### config.mk
export PLATFORM = sky130hd
export DESIGN_NAME = key_press_emulator_flat
export DESIGN_NICKNAME = d
export VERILOG_FILES = /design/src/rtl/key_press_emulator_pkg.sv /design/src/rtl/key_press_emulator_if.sv /design/src/rtl/key_press_emulator_lfsr16_galois.sv /design/src/rtl/key_press_emulator.sv /design/src/flat_wrapper.sv
export SDC_FILE = /design/constraint.sdc
export NUM_CORES = 1
export LEC_CHECK = 0
export ABC_AREA = 1
export CAP_MARGIN = 5
export CORE_MARGIN = 3
export CORE_UTILIZATION = 30
export CTS_CLUSTER_SIZE = 14
export DETAILED_ROUTE_END_ITERATION = 6
export GPL_TIMING_DRIVEN = 1
export HOLD_SLACK_MARGIN = 0.03
export SLEW_MARGIN = 20
export SYNTH_ARGS = -nofsm -noshare
export SYNTH_HDL_FRONTEND = slang
export SYNTH_HIERARCHICAL = 1
export SYNTH_SLANG_ARGS = --single-unit
### constraint.sdc
create_clock -name sys_clk -period 4 [get_ports sys_clk]
set_input_delay 1 -clock sys_clk [delete_from_list [all_inputs] [get_ports sys_clk]]
set_output_delay 1 -clock sys_clk [all_outputs]
set_load 0.1 [all_outputs]
### src/rtl/key_press_emulator_pkg.sv
// Shared definitions for the key press emulator and its stimulus companions:
// FSM encoding, LFSR polynomial and the default bounce window.
package key_press_emulator_pkg;

  typedef enum logic [1:0] {
    IDLE           = 2'd0,
    PRESS_BOUNCE   = 2'd1,
    HOLD           = 2'd2,
    RELEASE_BOUNCE = 2'd3
  } state_e;

  localparam logic [15:0] LFSR_TAPS = 16'hB400;

  // 5 ms at 50 MHz; the debounce blocks use the same window.
  localparam logic [19:0] BOUNCE_CYC_DEFAULT = 20'd250_000;

  function automatic logic [15:0] lfsr16_next(input logic [15:0] v);
    return {1'b0, v[15:1]} ^ (v[0] ? LFSR_TAPS : 16'h0000);
  endfunction

endpackage

### src/rtl/key_press_emulator_if.sv
// Request/key bundle between a press requester (master) and the emulator (slave).
interface key_press_emulator_if;
  import key_press_emulator_pkg::*;

  // press_req is a one-cycle request with no ready: it is taken only when
  // busy=0 and done=0, otherwise dropped; hold_cyc is sampled with it.
  logic        press_req;
  logic [23:0] hold_cyc;
  logic        key_out;
  logic        busy;
  logic        done;
  logic [7:0]  press_cnt;
  state_e      state_dbg;

  modport master (
    output press_req, hold_cyc,
    input  key_out, busy, done, press_cnt, state_dbg
  );

  modport slave (
    input  press_req, hold_cyc,
    output key_out, busy, done, press_cnt, state_dbg
  );

endinterface

### src/rtl/key_press_emulator_lfsr16_galois.sv
// 16-bit Galois LFSR that advances only when step is high; a zero seed
// would lock up, so it is replaced by 1.
module lfsr16_galois
  import key_press_emulator_pkg::*;
#(
  parameter logic [15:0] SEED = 16'hACE1
) (
  input  logic        clk,
  input  logic        rst_n,
  input  logic        step,
  output logic [15:0] q
);

  localparam logic [15:0] SEED_EFF = (SEED == 16'h0000) ? 16'h0001 : SEED;

  logic [15:0] q_q;

  always_ff @(posedge clk or negedge rst_n) begin
    if (!rst_n) begin
      q_q <= SEED_EFF;
    end else if (step) begin
      q_q <= lfsr16_next(q_q);
    end
  end

  assign q = q_q;

endmodule

### src/rtl/key_press_emulator.sv
// Mechanical key model: one request yields a bouncy active-low press, a clean
// hold of hold_cyc cycles and a bouncy release, then a done pulse.
module key_press_emulator
  import key_press_emulator_pkg::*;
#(
  parameter logic [19:0] BOUNCE_CYC = BOUNCE_CYC_DEFAULT,
  parameter int unsigned TOG_W      = 8,
  parameter bit          BOUNCE_EN  = 1'b1,
  parameter logic [15:0] LFSR_SEED  = 16'hACE1
) (
  input  logic                  sys_clk,
  input  logic                  sys_rst_n,
  key_press_emulator_if.slave   kp
);

  typedef logic [TOG_W-1:0] tog_t;

  state_e      state_q, state_d;
  logic        key_q, key_d;
  logic        done_q, done_d;
  logic [7:0]  cnt_q, cnt_d;
  logic [19:0] win_q, win_d;
  logic [23:0] hold_q, hold_d;
  logic [23:0] h_q, h_d;
  tog_t        tog_q, tog_d;
  logic [15:0] lfsr_q;
  logic        step;
  logic        win_last;

  lfsr16_galois #(.SEED(LFSR_SEED)) u_lfsr (
    .clk   (sys_clk),
    .rst_n (sys_rst_n),
    .step  (step),
    .q     (lfsr_q)
  );

  assign win_last = (win_q == BOUNCE_CYC - 20'd1);

  always_ff @(posedge sys_clk or negedge sys_rst_n) begin
    if (!sys_rst_n) begin
      state_q <= IDLE;
      key_q   <= 1'b1;
      done_q  <= 1'b0;
      cnt_q   <= 8'd0;
      win_q   <= 20'd0;
      hold_q  <= 24'd0;
      h_q     <= 24'd0;
      tog_q   <= '0;
    end else begin
      state_q <= state_d;
      key_q   <= key_d;
      done_q  <= done_d;
      cnt_q   <= cnt_d;
      win_q   <= win_d;
      hold_q  <= hold_d;
      h_q     <= h_d;
      tog_q   <= tog_d;
    end
  end

  always_comb begin
    state_d = state_q;
    key_d   = key_q;
    done_d  = 1'b0;
    cnt_d   = cnt_q;
    win_d   = win_q;
    hold_d  = hold_q;
    h_d     = h_q;
    tog_d   = tog_q;
    step    = 1'b0;
    case (state_q)
      IDLE: begin
        key_d = 1'b1;
        // A request landing in the done cycle is dropped, not queued.
        if (kp.press_req && !done_q) begin
          h_d     = (kp.hold_cyc == 24'd0) ? 24'd1 : kp.hold_cyc;
          key_d   = 1'b0;
          win_d   = 20'd0;
          tog_d   = tog_t'(lfsr_q);
          state_d = PRESS_BOUNCE;
        end
      end
      PRESS_BOUNCE, RELEASE_BOUNCE: begin
        if (win_last) begin
          if (state_q == PRESS_BOUNCE) begin
            key_d   = 1'b0;
            hold_d  = 24'd0;
            state_d = HOLD;
          end else begin
            key_d   = 1'b1;
            done_d  = 1'b1;
            cnt_d   = cnt_q + 8'd1;
            state_d = IDLE;
          end
        end else begin
          win_d = win_q + 20'd1;
          if (tog_q == '0) begin
            if (BOUNCE_EN) begin
              key_d = ~key_q;
              step  = 1'b1;
              tog_d = tog_t'(lfsr16_next(lfsr_q));
            end else begin
              tog_d = tog_t'(lfsr_q);
            end
          end else begin
            tog_d = tog_q - 1'b1;
          end
        end
      end
      HOLD: begin
        key_d = 1'b0;
        if (hold_q == h_q - 24'd1) begin
          key_d   = 1'b1;
          win_d   = 20'd0;
          tog_d   = tog_t'(lfsr_q);
          state_d = RELEASE_BOUNCE;
        end else begin
          hold_d = hold_q + 24'd1;
        end
      end
      default: state_d = IDLE;
    endcase
  end

  assign kp.key_out   = key_q;
  assign kp.busy      = (state_q != IDLE);
  assign kp.done      = done_q;
  assign kp.press_cnt = cnt_q;
  assign kp.state_dbg = state_q;

endmodule

### src/flat_wrapper.sv
// flat-port wrapper written by rule: the top's interface ports become plain ports
module key_press_emulator_flat import key_press_emulator_pkg::*;
#(
  parameter logic [19:0] BOUNCE_CYC = BOUNCE_CYC_DEFAULT,
  parameter int unsigned TOG_W      = 8,
  parameter bit          BOUNCE_EN  = 1'b1,
  parameter logic [15:0] LFSR_SEED  = 16'hACE1
)
  (sys_clk, sys_rst_n, kp_press_req, kp_hold_cyc, kp_key_out, kp_busy, kp_done, kp_press_cnt, kp_state_dbg);
  key_press_emulator_if kp_i ();
  input  logic sys_clk;
  input  logic sys_rst_n;
  input wire logic [$bits(kp_i.press_req)-1:0] kp_press_req;
  input wire logic [$bits(kp_i.hold_cyc)-1:0] kp_hold_cyc;
  output wire logic [$bits(kp_i.key_out)-1:0] kp_key_out;
  output wire logic [$bits(kp_i.busy)-1:0] kp_busy;
  output wire logic [$bits(kp_i.done)-1:0] kp_done;
  output wire logic [$bits(kp_i.press_cnt)-1:0] kp_press_cnt;
  output wire logic [$bits(kp_i.state_dbg)-1:0] kp_state_dbg;
  assign kp_i.press_req = kp_press_req;
  assign kp_i.hold_cyc = kp_hold_cyc;
  assign kp_key_out = kp_i.key_out;
  assign kp_busy = kp_i.busy;
  assign kp_done = kp_i.done;
  assign kp_press_cnt = kp_i.press_cnt;
  assign kp_state_dbg = kp_i.state_dbg;
  key_press_emulator #(.BOUNCE_CYC(BOUNCE_CYC), .TOG_W(TOG_W), .BOUNCE_EN(BOUNCE_EN), .LFSR_SEED(LFSR_SEED)) u_core (.sys_clk(sys_clk), .sys_rst_n(sys_rst_n), .kp(kp_i));
endmodule
==> metrics.yaml <==
run_status:
  status: "completed"
worst_setup_path:
  r2r_cells: 9
  rr_startpoint: "u_core/win_q[0]"
  crit_arrival_ns: 2.04
  critPathLaunch: "u_core/kp.state_dbg[0]"
  cp-end-kind: "output pin"
  crit_required_ns: 3.00
  cp_top_family: "buffers and inverters"
  slowest_delay_ns: 1.19
  cp.depth: 1
  cp_cell_sequence: "clkdlybuf4s50_1"
  critical_path_peak_fanout: 5
  slowest_stage: "clkdlybuf4s50_1"
  crit_buf_inv: 1
  worst_setup_path_start_kind: "flip-flop"
  worst-setup-path-type: "flip-flop to output pin"
global_routing:
  antenna_found_initial: 0
  grt_overflow: 0
  grt_max_degree: 55
  grt_pass1_wl_mm: 30.3
  track_usage: 0.150
  first_global_vias: 5963
sta:
  timing.slew.headroom: 0.333
  clock_skew_ns: 0.00811
  period_minus_slack_ns: 3.04
  finalHoldViolations: 0
  fin_hold_ws_ns: 0.479
  fin_crit_sh: 0.761
  tns_ns: 0
  tightest_slew_ns: 0.997
  final_max_slew_viol_count: 0
  setup_viol: 0
  fmax_mhz: 329
  rsz0062_at_grt: "false"
cells_and_area:
  syn_to_final_growth_pct: 14.1
  num_antenna_cells: 0
  layout_common_cells: "nand2_1 (335), dfrtp_1 (95), nor2_1 (90), inv_1 (72), nand4_1 (52)"
  drive_gt1_frac: 0.0865
  stdcell_area_sq_um: 7840
  stdcell_count: 1274
  mostFrequentLayoutCell: "nand2_1"
  finalNetCount: 1026
die:
  die_h_um: 157
  coreArea_sq_um: 22200
  io_pins: 40
  fp.dieW_um: 157
  rows: 54
  start_util: 0.310
  die-area_sq_um: 24800
placement:
  place_area_sq_um: 7490
  io_buffers: 39
  dp_hpwl_mm: 13.1
  routabilityCongestion: 0.893
  placed_cells: 1258
drt:
  via_per_inst: 4.83
  wirelength_mm: 18.0
  dr.pass1.iters: 5
  drc: 0
  routedWlPerCell_um: 14.1
  vias: 6152
  drt_iter0_drc: 530
  ant_nets: 0
yosys:
  muxShareOfSynthArea: 0.00164
  synth_cell_types: 36
  avgSynthCellArea_sq_um: 7.12
  syn-num-nets: 1002
  synth_adder_area_share: 0.0182
  yosys_register_bits: 104
  synth_seq_area_share: 0.380
  yosysWarnings: 6
  synth_top_family_by_area: "simple AND/OR/NAND/NOR gates"
  synth-simple-area-share: 0.396
  synth_compound_gate_area_share: 0.0515
  synth_xor_area_frac: 0.0803
  synthesis.area_sq_um: 6870
  syn_inst: 965
clock_network:
  cts.sinks: 104
  cts_hold_buf: 0
  ctsHtreeMaxLevel: 3
  clkTransAtPathRegs_ns: 0.08
  post_cts_resized: 0
  root_buffer: "clkbuf_16"
  clk-insertion-delay-late_ns: 0.36
  cts_made_buffers: 9
  clk_path_buf_depth: 2
  cts_tree: "built"
  postCtsSetupBuffers: 0
min_path:
  hp-class: "flip-flop to flip-flop"
  holdCritStartpoint: "u_core/kp.press_cnt[7]"
  hold_depth: 1
power_and_ir_drop:
  vdd_drop_max_uv: 282
  power_density_nw_per_um2: 548
  p_leak_nw: 3.47
  total_power_mw: 4.30
run:
  drv_cap: 0
flip-flops by register name, summed over array words and instances (netlist names):
name	count
u_core/kp.press_cnt	8
u_core/kp.state_dbg	2
u_core/h_q	24
u_core/tog_q	8
u_core/u_lfsr/q	16
u_core/kp.done	1
u_core/kp.key_out	1
u_core/hold_q	24
u_core/win_q	20
cell usage after synthesis (all sizes together):
library cell / n / area share
a21oi: 3 / 0.0022
o22ai: 2 / 0.0018
dfrtp: 95 / 0.35
nor4b: 1 / 0.0013
nor2: 106 / 0.069
nand4: 52 / 0.047
o21ai: 59 / 0.043
o311ai: 1 / 0.0013
dfstp: 9 / 0.034
nor3: 21 / 0.015
nand3: 46 / 0.035
buf: 14 / 0.018
or2: 14 / 0.013
ha: 10 / 0.018
nand3b: 8 / 0.0087
xnor2: 19 / 0.024
and2: 1 / 0.00091
mux2: 1 / 0.0016
xor2: 44 / 0.056
clkbuf: 21 / 0.011
inv: 76 / 0.042
nand2: 346 / 0.19
nor3b: 1 / 0.0011
or4: 1 / 0.0011
a22oi: 1 / 0.0011
nor4: 11 / 0.010
o21bai: 2 / 0.0022
power by group:
| part | internal, mW | switching, mW |
|---|---|---|
| Clock | 0.622 | 0.447 |
| Sequential | 1.21 | 0.235 |
| Combinational | 0.503 | 1.28 |
| Total | 2.34 | 1.96 |
metrics by stage:
step	util	setup slack (ns)
2_1_floorplan	-	0.974
3_3_place_gp	0.338	1.20
3_5_place_dp	0.338	1.18
4_1_cts	0.354	0.929
5_1_grt	0.354	0.723
6_report	0.354	0.958
cell families after synthesis:
group                    after synthesis
adder cells (fa/ha/maj)               10
flip-flops                           104
AO/OA/AOI/OAI                         68
buffers and inverters                111
multiplexers                           1
AND/OR/NAND/NOR                      608
XOR/XNOR                              63
final timing paths:
check / end / slack (ns)
worst min register to register: u_core/kp.press_cnt[7] / 0.48
min in group asynchronous: u_core/h_q[14] / 0.52
worst max-delay path: kp_state_dbg[0] / 0.96
max in group asynchronous: u_core/u_lfsr/q[13] / 2.71
worst max register to register: u_core/win_q[2] / 1.17
worst min-delay path: u_core/kp.press_cnt[7] / 0.48
area by class of cell:
cell class / count / area [sq um]
tap: 280 / 350
inverter: 76 / 290
multi-input combinational: 750 / 3770
clock inverter: 7 / 126
sequential: 104 / 2610
fill: 2348 / 14300
clock buffer: 9 / 225
timing repair buffer: 48 / 463
routing by layer:
layer,part of all wire,track usage
met1,0.48,0.203
met2,0.46,0.239
met3,0.041,0.0346
met4,0.023,0.0467
met5,0,0
(Power assumes the default switching activity.)
